<file path="config.mk">
export PLATFORM = sky130hd
export DESIGN_NAME = io_ctrl
export DESIGN_NICKNAME = d
export VERILOG_FILES = /design/src/rtl/io_ctrl.sv
export SDC_FILE = /design/constraint.sdc
export NUM_CORES = 1
export LEC_CHECK = 0
export CORE_MARGIN = 2
export CORE_UTILIZATION = 42
export CTS_CLUSTER_SIZE = 14
export DETAILED_ROUTE_END_ITERATION = 6
export HOLD_SLACK_MARGIN = 0.12
export PLACE_DENSITY = 0.81
export REMOVE_ABC_BUFFERS = 1
export SYNTH_ARGS = -nofsm -noshare
export SYNTH_HDL_FRONTEND = slang
export SYNTH_SLANG_ARGS = --single-unit
export TNS_END_PERCENT = 30
</file>
<file path="constraint.sdc">
create_clock -name clock -period 6.9 [get_ports clock]
set_input_delay 2.07 -clock clock [delete_from_list [all_inputs] [get_ports clock]]
set_output_delay 2.07 -clock clock [all_outputs]
set_load 0.05 [all_outputs]
</file>
<file path="src/rtl/io_ctrl.sv">
// IO sequencer for IN/OUT instructions: stalls the pipeline while a valid/ready
// transfer with an external device is pending, with an optional wait-state timeout.
module io_ctrl #(
  parameter int TIMEOUT_CYCLES = 1024,
  parameter int CNT_W          = 16
) (
  input  logic        clock,
  input  logic        reset,
  input  logic        in_req,
  input  logic        out_req,
  input  logic [31:0] cpu_wdata,
  output logic [31:0] cpu_rdata,
  output logic        rdata_valid,
  output logic        stall,
  input  logic [31:0] ext_in_data,
  input  logic        ext_in_valid,
  output logic        ext_in_ready,
  output logic [31:0] ext_out_data,
  output logic        ext_out_valid,
  input  logic        ext_out_ready,
  output logic [31:0] last_out,
  output logic        io_error
);

  typedef enum logic [1:0] {
    IDLE     = 2'd0,
    IN_WAIT  = 2'd1,
    OUT_WAIT = 2'd2,
    COMPLETE = 2'd3
  } state_e;

  localparam bit TIMEOUT_EN = (TIMEOUT_CYCLES > 0);
  localparam logic [CNT_W-1:0] TIMEOUT_LAST =
    TIMEOUT_EN ? CNT_W'(TIMEOUT_CYCLES - 1) : '0;

  state_e      state_q, state_d;
  logic [CNT_W-1:0] counter_q, counter_d;
  logic        op_in_q, op_in_d;
  logic [31:0] cpu_rdata_q, cpu_rdata_d;
  logic        rdata_valid_q, rdata_valid_d;
  logic        ext_in_ready_q, ext_in_ready_d;
  logic [31:0] ext_out_data_q, ext_out_data_d;
  logic        ext_out_valid_q, ext_out_valid_d;
  logic [31:0] last_out_q, last_out_d;
  logic        io_error_q, io_error_d;
  logic        timeout_hit;
  logic [CNT_W-1:0] counter_inc;

  assign timeout_hit = TIMEOUT_EN && (counter_q == TIMEOUT_LAST);
  // The counter saturates so a disabled timeout never wraps back to zero.
  assign counter_inc = (counter_q == {CNT_W{1'b1}}) ? counter_q : counter_q + 1'b1;

  always_comb begin
    state_d        = state_q;
    counter_d      = counter_q;
    op_in_d        = op_in_q;
    cpu_rdata_d    = cpu_rdata_q;
    ext_out_data_d = ext_out_data_q;
    last_out_d     = last_out_q;
    io_error_d     = io_error_q;

    case (state_q)
      IDLE: begin
        if (in_req) begin
          state_d   = IN_WAIT;
          counter_d = '0;
          op_in_d   = 1'b1;
        end else if (out_req) begin
          state_d        = OUT_WAIT;
          counter_d      = '0;
          op_in_d        = 1'b0;
          ext_out_data_d = cpu_wdata;
        end
      end
      IN_WAIT: begin
        if (ext_in_valid) begin
          cpu_rdata_d = ext_in_data;
          state_d     = COMPLETE;
        end else if (timeout_hit) begin
          cpu_rdata_d = '0;
          io_error_d  = 1'b1;
          state_d     = COMPLETE;
        end else begin
          counter_d = counter_inc;
        end
      end
      OUT_WAIT: begin
        if (ext_out_ready) begin
          last_out_d = ext_out_data_q;
          state_d    = COMPLETE;
        end else if (timeout_hit) begin
          io_error_d = 1'b1;
          state_d    = COMPLETE;
        end else begin
          counter_d = counter_inc;
        end
      end
      default: begin
        state_d = IDLE;
      end
    endcase

    // Handshake strobes are decoded from the next state so they are registered.
    ext_in_ready_d  = (state_d == IN_WAIT);
    ext_out_valid_d = (state_d == OUT_WAIT);
    rdata_valid_d   = (state_d == COMPLETE) && op_in_d;
  end

  always_ff @(posedge clock) begin
    if (reset) begin
      state_q         <= IDLE;
      counter_q       <= '0;
      op_in_q         <= 1'b0;
      cpu_rdata_q     <= '0;
      rdata_valid_q   <= 1'b0;
      ext_in_ready_q  <= 1'b0;
      ext_out_data_q  <= '0;
      ext_out_valid_q <= 1'b0;
      last_out_q      <= '0;
      io_error_q      <= 1'b0;
    end else begin
      state_q         <= state_d;
      counter_q       <= counter_d;
      op_in_q         <= op_in_d;
      cpu_rdata_q     <= cpu_rdata_d;
      rdata_valid_q   <= rdata_valid_d;
      ext_in_ready_q  <= ext_in_ready_d;
      ext_out_data_q  <= ext_out_data_d;
      ext_out_valid_q <= ext_out_valid_d;
      last_out_q      <= last_out_d;
      io_error_q      <= io_error_d;
    end
  end

  assign stall = !reset &&
                 (((state_q == IDLE) && (in_req || out_req)) ||
                  (state_q == IN_WAIT) || (state_q == OUT_WAIT));

  assign cpu_rdata     = cpu_rdata_q;
  assign rdata_valid   = rdata_valid_q;
  assign ext_in_ready  = ext_in_ready_q;
  assign ext_out_data  = ext_out_data_q;
  assign ext_out_valid = ext_out_valid_q;
  assign last_out      = last_out_q;
  assign io_error      = io_error_q;

endmodule

</file>
==> results of run 1 <==
## layout make-up
class                      count  area (um^2)  area share
sequential                   119         2380       0.342
multi-input combinational    390         2060       0.295
timing repair buffer         175         1740       0.249
clock buffer                  22          453      0.0650
tap                          140          175      0.0251
clock inverter                 9          124      0.0178
inverter                      10         37.5     0.00539
## where the power goes
group	internal (mW)	switching, mW	leakage, nW	total (mW)
clock network	0.565	0.294	0.289	0.859
registers	0.759	0.0445	0.964	0.803
logic	0.275	0.546	1.14	0.820
total	1.60	0.885	2.40	2.48
## metal layers
| layer | vias to the layer above | global-route usage | part of all wire |
|---|---|---|---|
| met5 | - | 0 | 0 |
| met4 | 0 | 0.0723 | 0.011 |
| met3 | 10 | 0.0741 | 0.10 |
| met2 | 217 | 0.350 | 0.47 |
| met1 | 2145 | 0.268 | 0.42 |
| li1 | 2241 | - | - |
## worst max-delay path by stage
stage / depth (start not counted) / from / slack [ns] / endpoint
detailed placement: 4 / out_req / 1.09 / stall
floorplan: 2 / in_req / 1.90 / stall
global placement: 4 / out_req / 1.11 / stall
CTS: 4 / out_req / 1.08 / stall
finish: 4 / out_req / 1.09 / stall
global route: 4 / out_req / 0.99 / stall
## critical path, delay by kind of cell
kind,cells,cell delay (ns)
AO/OA/AOI/OAI,2,0.29
buffers and inverters,2,1.39
## state kept, by name, indices dropped and copies added, names as in the netlist, 2 cells and up
| name | flops |
|---|---|
| counter_q | 16 |
| ext_out_data | 32 |
| cpu_rdata | 32 |
| last_out | 32 |
| state_q | 2 |
## stage by stage
stage / worst slack (ns) / cell area, um^2
floorplan: 1.90 / 4470
global placement: 1.11 / 6390
detailed placement: 1.09 / 6390
CTS: 1.08 / 6970
global route: 0.990 / 6970
finish: 1.09 / 6970
## cells by family (layout without fill, tap and decap cells)
logic type	count (synthesis)	count (layout)	synth area share
simple gates	242	242	0.246
compound gates	143	143	0.184
flops	119	119	0.514
buf+inv	50	216	0.0424
fa+ha+maj	5	5	0.0135
## cell usage in the layout (no fill, tap or decap), types with 7 or more instances in the layout
cell             instances
inv_1                   10
nand2_1                138
nand4_1                  7
nor2_1                  36
o21ai_1                  8
clkdlybuf4s50_1        169
dfxtp_1                119
clkbuf_16               16
or4_1                   12
a21oi_1                 82
a22oi_1                 33
nand2b_1                10
==> summary.md, run 1 <==
| Metric | Value |
|---|---|
| Status | `completed` |
| Worst-Margin Slew | `~1.2 ns` |
| Vias per cell | `5.33` |
| Port Buf Inserts | `170` |
| # Max-Cap Violations | `0` |
| DRC | `0` |
| Post-CTS Setup Inserts | `0` |
| Mean Syn Cell Area | `between 8 and 9 um^2` |
| Setup crit start kind | `input port` |
| Post-Layout Cell Count | `slightly below 900` |
| Area delta synth->final | `50.4%` |
| First-pass GRT wire length | `20400 um` |
| Unrepaired setup endpoints after global routing | `false` |
| Post-synth EDFFs | `0` |
| Worst-path clk slew | `about 0.06 ns` |
| Initial core utilization | `0.429` |
| Reg2Reg Launch Point | `state_q[1]` |
| Post-synth top area cell | `dfxtp_1` |
| CTS Buffer Depth | `2` |
| Setup violators final | `0` |
| Cells along the critical path | `clkdlybuf4s50_1 > o21ai_0 > a21oi_1 > clkdlybuf4s50_1` |
| DRT iter0 DRCs | `between 400 and 500` |
| Worst min-delay path class | `reg2reg` |
| Reg2reg end | `counter_q[3]` |
| Final setup skew | `approximately 0.0067 ns` |
| Data arrival time of the worst path | `around 3.7 ns` |
| Post-synth design cell area | `~4600 um^2` |
| Fraction of layout cells with a size suffix above 1 | `0.0648` |
| CP Data Required Time | `between 4 and 5 ns` |
| Die X | `between 100 and 150 um` |
| Distinct cells, synth | `around 40` |
| Avg WL per Cell | `between 15 and 20 um` |
| Gr usage total | `0.216` |
| Top post-synthesis cells by area | `dfxtp_1, nand2_1, a21oi_1` |
| Vias in the first global route | `about 4300` |
| Rows | `38` |
| Routed Antenna Nets | `0` |
| Fin. Hold Viols | `0` |
| Hold path endpoint | `last_out[7]` |
| Hold path depth | `2` |
| Crit-path max FO | `6` |
| Reg2reg path depth | `8` |
| Cells after DPL | `between 800 and 900` |
| Via count | `roughly 4600` |
| Num CTS Buffers | `17` |
| IO Pins | `around 170` |
| CP max stage delay | `slightly above 0.8 ns` |
| Crit path kind | `in2out` |
| Period utilisation layout | `0.843` |
| Fin Setup TNS | `0 ns` |
| Dpl hpwl | `approximately 8900 um` |
| CP Capture Type | `primary output` |
| Gp weighted congestion | `0.858` |
| Max-slew violation count | `0` |
| # H-tree levels | `4` |
| Crit path top cell by count | `clkdlybuf4s50_1` |
| Hold buffers post-CTS | `0` |
| Synth async-reset ratio | `0` |
| Sink Count | `~120` |
| Most frequent cells after synthesis | `nand2_1, dfxtp_1, a21oi_1` |
| Cts repair resizes | `0` |
| #FFs+latches synth | `119` |
| Top-count cell post-synth | `nand2_1` |
| Fin util | `0.645` |
| F_max | `between 0.15 and 0.2 GHz` |
| Congestion Overflow GR | `0` |
| Syn. warnings | `0` |
| Worst slew margin | `0.193` |
| First-pass DRT Iterations | `5` |
| Top-area cell type share of the netlist area | `0.514` |
| Peak supply drop | `~0.18 mV` |
| Total wire length | `around 13000 um` |
| Hold slack | `about 0.46 ns` |
| Layout Nets | `788` |
| Most common flop cell mapped by yosys | `dfxtp_1` |
| Pin count of the biggest net entering global routing | `127` |
| CTS tree | `done` |
| Clk root buf | `clkbuf_8` |
| Number of diodes | `0` |
| Final Power | `~2.5 mW` |
| Final min period | `around 5.8 ns` |
| Fillers | `around 840` |
| R2R setup slack | `around 4.1 ns` |
| Core region area | `between 10000 and 15000 um^2` |
| Power density over the cells | `about 360 nW/um^2` |
| Die Area | `~12000 um^2` |
| Die H | `about 110 um` |
| Post-Synthesis Cells | `approximately 560` |
| Highest-delay cell along the critical path | `clkdlybuf4s50_1` |
| Initial antenna violation count | `0` |
| Worst Min Path Start | `last_out[7]` |
| Latest clock arrival within the worst-skew pair | `about 0.50 ns` |
| Leak Pwr | `between 2 and 2.5 nW` |
| Seq/Total Area, Yosys | `0.514` |
(Power assumes the default switching activity.)
==> inputs of run 2 (changes only) <==
--- a/config.mk
+++ b/config.mk
@@ -6,7 +6,7 @@
 export NUM_CORES = 1
 export LEC_CHECK = 0
 export CORE_MARGIN = 2
-export CORE_UTILIZATION = 42
+export CORE_UTILIZATION = 40
 export CTS_CLUSTER_SIZE = 14
 export DETAILED_ROUTE_END_ITERATION = 6
 export HOLD_SLACK_MARGIN = 0.12
==> constraint.sdc (replaced) <==
create_clock -name clock -period 5.2 [get_ports clock]
set_input_delay 1.56 -clock clock [delete_from_list [all_inputs] [get_ports clock]]
set_output_delay 1.56 -clock clock [all_outputs]
set_load 0.05 [all_outputs]
==> run 2 against run 1 <==
Net effect:
- total power increased by 34%
- sequential power increased by 33%
- setup slack got worse by 0.67 ns
- highest routed layer unchanged
- sequential share of layout area decreased by 0.16 points
- critical endpoint unchanged
- first-iteration DRC count increased by 21%
==> summary.md, run 2 (synthesized netlist as in run 1, its figures left out) <==
| Metric | Value |
|---|---|
| Max-slew violation count | `0 (unchanged)` |
| Leak Pwr | `2.40 nW (about the same)` |
| Worst setup margin | `0.418 ns (-0.667 ns)` |
| Via count | `4679 (+1.4%)` |
| Total wire length | `13600 um (+2.8%)` |
| Fin util | `0.615 (-0.0299)` |
| Final setup skew | `0.00752 ns (+0.000787 ns)` |
| Dpl hpwl | `9150 um (+3.3%)` |
| CTS tree | `done` |
| Crit path kind | `in2out` |
| DRC | `0 (unchanged)` |
| Area delta synth->final | `51.1%` |
| Die Area | `12500 um^2 (+4.8%)` |
| Initial core utilization | `0.407 (-0.0218)` |
| Fillers | `915 (+9.2%)` |
| Worst slew margin | `0.198 (+0.00523)` |
| CP Capture Type | `primary output` |
| CTS Buffer Depth | `2 (unchanged)` |
| Die H | `112 um (+2.4%)` |
| Worst-Margin Slew | `1.20 ns (-0.0108 ns)` |
| Data arrival time of the worst path | `3.22 ns (-0.52 ns)` |
| Highest-delay cell along the critical path | `clkdlybuf4s50_1` |
| Cts repair resizes | `0 (unchanged)` |
| Fin Setup TNS | `0 ns (unchanged)` |
| Unrepaired setup endpoints after global routing | `false` |
| Gr usage total | `0.216 (about the same)` |
| F_max | `0.209 GHz` |
| Reg2Reg Launch Point | `state_q[0]` |
| Worst min-delay path class | `reg2reg` |
| Hold buffers post-CTS | `0 (unchanged)` |
| CP Data Required Time | `3.64 ns (-1.19 ns)` |
| Sink Count | `119 (unchanged)` |
| Final min period | `~4.8 ns` |
| Die X | `112 um (+2.4%)` |
| Worst-path clk slew | `0.05 ns (about the same)` |
| Clk root buf | `clkbuf_16` |
| Reg2reg end | `counter_q[8]` |
| R2R setup slack | `2.54 ns (-1.60 ns)` |
| Port Buf Inserts | `170 (unchanged)` |
| Peak supply drop | `0.285 mV (+54%)` |
| Layout Nets | `789 (+0.13%)` |
| Setup violators final | `0 (unchanged)` |
| Number of diodes | `0 (unchanged)` |
| IO Pins | `171 (unchanged)` |
| Crit-path max FO | `6 (unchanged)` |
| Initial antenna violation count | `0 (unchanged)` |
| Worst Path Buf+Inv | `2 (unchanged)` |
| Avg WL per Cell | `15.6 um (+2.2%)` |
| Vias per cell | `5.38 (+0.85%)` |
| Place WS | `0.451 ns (-0.640 ns)` |
| CP max stage delay | `0.81 ns (about the same)` |
| Routed Antenna Nets | `0 (unchanged)` |
| Most common cell after layout, fill and taps aside | `clkdlybuf4s50_1` |
| Status | `completed` |
| Core region area | `11400 um^2 (+5.3%)` |
| Power density over the cells | `474 nW/um^2 (+33%)` |
| DRT iter0 DRCs | `515 (+21%)` |
| Fin. Hold Viols | `0 (unchanged)` |
| First-pass DRT Iterations | `6 (+1)` |
| Worst Min Path Start | `last_out[1]` |
| # Max-Cap Violations | `0 (unchanged)` |
| Largest delay share family, worst path | `buffers and inverters` |
| Fraction of layout cells with a size suffix above 1 | `0.0715 (+0.00670)` |
| First-pass GRT wire length | `22100 um (+8.3%)` |
| Most frequent cells in the layout | `clkdlybuf4s50_1, nand2_1, dfxtp_1, a21oi_1, nor2_1` |
| Latest clock arrival within the worst-skew pair | `0.41 ns (-0.09 ns)` |
| Period utilisation layout | `0.920` |
| # H-tree levels | `4 (unchanged)` |
| Hold path endpoint | `last_out[1]` |
| Vias in the first global route | `4568 (+5.6%)` |
| Gp weighted congestion | `0.902 (+5.2%)` |
| Post-CTS Setup Inserts | `0 (unchanged)` |
| Pin count of the biggest net entering global routing | `112 (-12%)` |
| Hold path depth | `2 (unchanged)` |
| Setup crit start kind | `input port` |
| Cells along the critical path | `clkdlybuf4s50_1 > o21ai_0 > a21oi_1 > clkdlybuf4s50_1` |
| Reg2reg path depth | `7 (-1)` |
| Num CTS Buffers | `17 (unchanged)` |
| Crit path top cell by count | `clkdlybuf4s50_1` |
| Congestion Overflow GR | `0 (unchanged)` |
| Rows | `39 (+2.6%)` |
==> run 2: changes by cell type in the layout (fill, tap and decap cells not counted), moves of 2 or more <==
cell / before / now
inv_6: 1 / 3
clkbuf_1: 3 / 0
clkinvlp_4: 0 / 3
clkinv_2: 5 / 2
clkinv_4: 0 / 3
==> run 2: layer usage <==
| layer | GRT usage | vias to the layer above | wire length (um) | share of wire |
|---|---|---|---|---|
| met2 | 0.367 | 227 | 6750 | 0.50 |
| met5 | 0 | - | 0 | 0 |
| met1 | 0.262 | 2183 | 5700 | 0.42 |
| li1 | - | 2249 | - | - |
| met4 | 0.0815 | 0 | 236 | 0.017 |
| met3 | 0.0593 | 20 | 920 | 0.068 |
==> run 2: report_power, final <==
group          switching (mW)  leakage [nW]  internal [mW]  total (mW)
combinational           0.724          1.15          0.366        1.09
sequential             0.0598         0.964           1.01        1.07
clock                   0.423         0.286          0.735        1.16
==> run 2: tightest hold or removal path: cells and delay by family, from the launching register on <==
| kind | cells | cell delay (ns) |
|---|---|---|
| and+or+nand+nor | 1 | 0.05 |
| AOI/OAI and AO/OA | 1 | 0.05 |
| DFF | 1 | 0.30 |
==> run 2: worst max-delay path by stage <==
| stage | from | end | cells past startpoint |
|---|---|---|---|
| 2_1_floorplan | in_req | stall | 2 |
| 3_3_place_gp | out_req | stall | 4 |
| 3_5_place_dp | out_req | stall | 4 |
| 4_1_cts | out_req | stall | 4 |
| 5_1_grt | out_req | stall | 4 |
| 6_report | out_req | stall | 4 |
==> run 2: through the flow <==
stage,cell area (um^2),total power [mW],hold WS (ns),cells
4_1_cts,7000,3.33,0.456,870
5_1_grt,7000,3.46,0.474,870
6_report,7000,3.32,0.452,870
3_5_place_dp,6400,2.16,0.447,838
2_1_floorplan,4470,1.77,0.463,519
3_3_place_gp,6400,2.14,0.442,838
==> run 2: final cells by class <==
type,instances,area (um^2),share of cell area
clock buffer,19,453,0.0647
clock inverter,13,145,0.0207
tap,143,179,0.0256
multi-input combinational,390,2060,0.294
sequential,119,2380,0.340
inverter,10,37.5,0.00536
timing repair buffer,176,1740,0.249
